File: config.mk
export PLATFORM = sky130hd
export DESIGN_NAME = vga_sync_ctrl
export DESIGN_NICKNAME = d
export VERILOG_FILES = /design/src/rtl/vga_sync_ctrl.sv
export SDC_FILE = /design/constraint.sdc
export NUM_CORES = 1
export LEC_CHECK = 0
export ABC_AREA = 1
export CORE_AREA = 2 2 83 85
export CTS_BUF_LIST = sky130_fd_sc_hd__clkbuf_16
export CTS_CLUSTER_DIAMETER = 60
export DETAILED_ROUTE_END_ITERATION = 8
export DIE_AREA = 0 0 85 87
export GPL_TIMING_DRIVEN = 0
export PLACE_DENSITY = 0.43
export SETUP_SLACK_MARGIN = 0.02
export SYNTH_ARGS = -nofsm -noshare
export SYNTH_HDL_FRONTEND = slang
export SYNTH_SLANG_ARGS = --single-unit
File: constraint.sdc
create_clock -name clk -period 2 [get_ports clk]
set_input_delay 0.4 -clock clk [delete_from_list [all_inputs] [get_ports clk]]
set_output_delay 0.4 -clock clk [all_outputs]
set_load 0.005 [all_outputs]
File: src/rtl/vga_sync_ctrl.sv
// VGA timing generator: pixel-rate divider, horizontal/vertical scan counters,
// and registered sync/blanking/marker decodes aligned with the counters.
`timescale 1ns/1ps
module vga_sync_ctrl #(
    parameter int   DIV      = 4,
    parameter int   H_DISP   = 640,
    parameter int   H_FP     = 16,
    parameter int   H_SYNC   = 96,
    parameter int   H_BP     = 48,
    parameter int   V_DISP   = 480,
    parameter int   V_FP     = 10,
    parameter int   V_SYNC   = 2,
    parameter int   V_BP     = 33,
    parameter logic SYNC_POL = 1'b0
) (
    input  logic       clk,
    input  logic       reset_n,
    output logic       p_tick,
    output logic [9:0] pixel_x,
    output logic [9:0] pixel_y,
    output logic       video_on,
    output logic       hsync,
    output logic       vsync,
    output logic       line_start,
    output logic       frame_start
);

    localparam int H_TOTAL = H_DISP + H_FP + H_SYNC + H_BP;
    localparam int V_TOTAL = V_DISP + V_FP + V_SYNC + V_BP;
    localparam int DW      = (DIV > 1) ? $clog2(DIV) : 1;

    localparam logic [DW-1:0] DIV_LAST = DW'(DIV - 1);
    localparam logic [9:0]    H_LAST   = 10'(H_TOTAL - 1);
    localparam logic [9:0]    V_LAST   = 10'(V_TOTAL - 1);
    localparam logic [9:0]    H_VIS    = 10'(H_DISP);
    localparam logic [9:0]    V_VIS    = 10'(V_DISP);
    localparam logic [9:0]    HS_START = 10'(H_DISP + H_FP);
    localparam logic [9:0]    HS_END   = 10'(H_DISP + H_FP + H_SYNC - 1);
    localparam logic [9:0]    VS_START = 10'(V_DISP + V_FP);
    localparam logic [9:0]    VS_END   = 10'(V_DISP + V_FP + V_SYNC - 1);

    logic [DW-1:0] div_q, div_d;
    logic          tick_q, tick_d;
    logic [9:0]    x_q, x_d;
    logic [9:0]    y_q, y_d;
    logic          vid_q, hs_q, vs_q, ls_q, fs_q;

    always_comb begin
        div_d  = (div_q == DIV_LAST) ? '0 : div_q + 1'b1;
        tick_d = (div_q == DIV_LAST);
        x_d    = x_q;
        y_d    = y_q;
        if (tick_q) begin
            if (x_q == H_LAST) begin
                x_d = '0;
                y_d = (y_q == V_LAST) ? '0 : y_q + 1'b1;
            end else begin
                x_d = x_q + 1'b1;
            end
        end
    end

    // Decodes look at the value being loaded so they line up with the counters.
    always_ff @(posedge clk or negedge reset_n) begin
        if (!reset_n) begin
            div_q  <= '0;
            tick_q <= 1'b0;
            x_q    <= '0;
            y_q    <= '0;
            vid_q  <= 1'b0;
            hs_q   <= ~SYNC_POL;
            vs_q   <= ~SYNC_POL;
            ls_q   <= 1'b0;
            fs_q   <= 1'b0;
        end else begin
            div_q  <= div_d;
            tick_q <= tick_d;
            x_q    <= x_d;
            y_q    <= y_d;
            vid_q  <= (x_d < H_VIS) && (y_d < V_VIS);
            hs_q   <= ((x_d >= HS_START) && (x_d <= HS_END)) ? SYNC_POL : ~SYNC_POL;
            vs_q   <= ((y_d >= VS_START) && (y_d <= VS_END)) ? SYNC_POL : ~SYNC_POL;
            ls_q   <= tick_q && (x_d == '0);
            fs_q   <= tick_q && (x_d == '0) && (y_d == '0);
        end
    end

    assign p_tick      = tick_q;
    assign pixel_x     = x_q;
    assign pixel_y     = y_q;
    assign video_on    = vid_q;
    assign hsync       = hs_q;
    assign vsync       = vs_q;
    assign line_start  = ls_q;
    assign frame_start = fs_q;

endmodule

==> results.json <==
{
  "area_growth_pct": 28.92,
  "p_per_area_nw_per_um2": 475.2,
  "synth_nets": 248,
  "fp.coreArea_um2": 6569,
  "fin_cells": 355,
  "setup_viol": 0,
  "yosysTopAreaCellShare_pct": 38.26,
  "io_buffers": 27,
  "dp_cells": 349,
  "dp_hpwl_mm": 3.222,
  "min_period_over_period_pct": 89.96,
  "wl_per_cell_um": 11.75,
  "path_class": "reg2reg",
  "ys_seq_area_share_pct": 41.35,
  "rows": 30,
  "synthTopCellsByArea": "dfrtp_1 38%, nand2_1 17%, inv_1 9.3%",
  "placed_area_um2": 2071,
  "via_count": 1553,
  "clkLatencyLatePin_ns": 0.26,
  "firstDrtPassIters": 4,
  "synth_area_um2": 1700,
  "fin_worst_skew_ns": 0.003572,
  "reg2regPathDepth": 12,
  "setup_tns_ns": 0,
  "initial_core_util_pct": 25.89,
  "ys_seq_elements": 28,
  "yosysWarnings": 0,
  "die_height_um": 87,
  "die-width_um": 85,
  "antenna_found_initial": 0,
  "hold_slack_ns": 0.1541,
  "track_usage_pct": 12.61,
  "syn_area_per_cell_um2": 7.026,
  "synth_area_leader_cell": "dfrtp_1",
  "final_common_cell": "nand2_1",
  "antenna_cells": 0,
  "cts_hold_buf": 0,
  "io_pins": 28,
  "grt_setup_unrepaired": "yes",
  "outcome": "complete, no violations",
  "final_cell_area_um2": 2192,
  "place.gp.congestion": 0.7912,
  "drt_iter0_drc": 43,
  "clk_pin_slew_ns": 0.07,
  "drc_errors": 0,
  "finalHoldViolations": 0,
  "cts.sinks": 28,
  "worstMarginPinSlew_ns": 0.6416,
  "report.final.slew_viol_count": 0,
  "ctsRootBufferMaster": "clkbuf_16",
  "layout_setup_ws_ns": 0.2008,
  "die-area_um2": 7395,
  "cp.required_ns": 2.20,
  "worst_setup_path_end_kind": "flip-flop",
  "grt-ovfl-total": 0,
  "cts_tree": "done",
  "netlist_instances": 242,
  "slew_headroom_pct": 57.23,
  "cts_buffer_depth": 2,
  "drt_wl_total_mm": 4.173,
  "post-place-ws_ns": 0.008591,
  "layout.nets": 282,
  "crit_path_start_kind": "flip-flop",
  "peakVddDrop_mv": 0.3020,
  "fin_crit_ns": 1.799,
  "path_max_fanout": 10,
  "vias_per_cell": 4.375,
  "hold_class": "in2async",
  "cap_violations": 0,
  "first_global_vias": 1596,
  "drive_gt1_share_pct": 14.18,
  "grt_pass1_wl_mm": 7.376,
  "arrival_ns": 2.00,
  "htreeDepth": 1,
  "postRouteAntennaNets": 0,
  "yosys.cell_types.count": 23,
  "fmax_mhz": 555.8,
  "layout_common_cells": "76 x nand2_1, 41 x inv_1, 26 x clkdlybuf4s50_1, 24 x nand3_1, 24 x dfrtp_1",
  "cts_buffers": 3,
  "p_leak_nw": 1.119,
  "grt_max_degree": 29
}
-- area by class of cell --
| cell class | count | area, um^2 |
|---|---|---|
| Fill cell | 706 | 4377 |
| Sequential cell | 28 | 705.7 |
| Clock buffer | 3 | 75.07 |
| Clock inverter | 1 | 3.754 |
| Buffer | 3 | 27.53 |
| Inverter | 46 | 173.9 |
| Multi-Input combinational cell | 165 | 825.8 |
| Timing Repair Buffer | 29 | 280.3 |
| Tap cell | 80 | 100.1 |
-- cell usage after synthesis (all sizes together) --
master  instances
nor3            2
nand4           4
a21oi           4
nand2          78
inv            45
nand3          28
o21ai           5
ha              4
dfrtp          26
clkbuf          1
clkinv          1
nand3b          2
xor2            1
nor2           34
o21bai          3
dfstp           2
buf             2
-- routing by layer --
layer | vias to the layer above | GRT usage (%) | share of wire (%) | wire length [um]
li1 | 811 | - | - | -
met1 | 714 | 16.18 | 48 | 2005
met2 | 23 | 21.73 | 47 | 1968
met4 | 0 | 3.030 | 1.0 | 42
met3 | 5 | 2.654 | 3.7 | 156
met5 | - | 0 | 0 | 0
-- flip-flops by register name (all words and copies together) (netlist names) --
signal	count
pixel_y	10
hsync	1
video_on	1
line_start	1
frame_start	1
vsync	1
div_q	2
p_tick	1
pixel_x	10
-- metrics by stage --
step	total power, mW	utilization (%)
final	1.042	33.37
after global routing	1.094	33.37
after CTS	1.064	32.74
after detailed placement	0.5908	31.52
after global placement	0.5907	31.52
after floorplan	0.5771	-
-- path summary, 6_finish.rpt --
kind	startpoint	endpoint	slack (ns)
worst max register to register	pixel_x[7]	frame_start	0.20
max in group asynchronous	reset_n	pixel_x[7]	1.39
worst min-delay path	reset_n	pixel_x[3]	0.15
worst min register to register	div_q[0]	div_q[0]	0.44
worst max-delay path	pixel_x[7]	frame_start	0.20
min in group clk	div_q[0]	div_q[0]	0.44
-- logic make-up (layout without fill, tap and decap cells) --
kind of cell               after synthesis  in the layout  share of synthesized area, %
DFF                                     28             28                         41.35
and+or+nand+nor                        148            148                         39.44
buffers and inverters                   49             82                         11.77
xor gates and xnor gates                 1              1                        0.5152
adders and majority gates                4              4                         2.943
AOI/OAI and AO/OA                       12             12                         3.973
-- critical path, cell delays in order, from the launching register on --
cell and delay (ns):
dfrtp_2 0.44, inv_2 0.07, nand3_1 0.09, nor2_2 0.19, nand3_2 0.12, buf_6 0.17, nand2_1 0.08, nand3_1 0.11
nor2_2 0.12, nand2_1 0.10, nor2_4 0.11, nand3_2 0.07, nor2_2 0.07
-- power breakdown --
part | internal (mW) | switching [mW] | leakage (nW)
sequential | 0.566 | 0 | 0.361
combinational | 0.000700 | 0.0109 | 0.719
clock | 0.268 | 0.196 | 0.0385
-- repair_timing --
action | in CTS | in global routing
endpoints found under the setup margin | 1 | 3
gates resized for setup | 1 | 12
setup buffers | 0 | 2
pin swaps | 0 | 2
No activity file was read; power rests on OpenSTA's default activity.
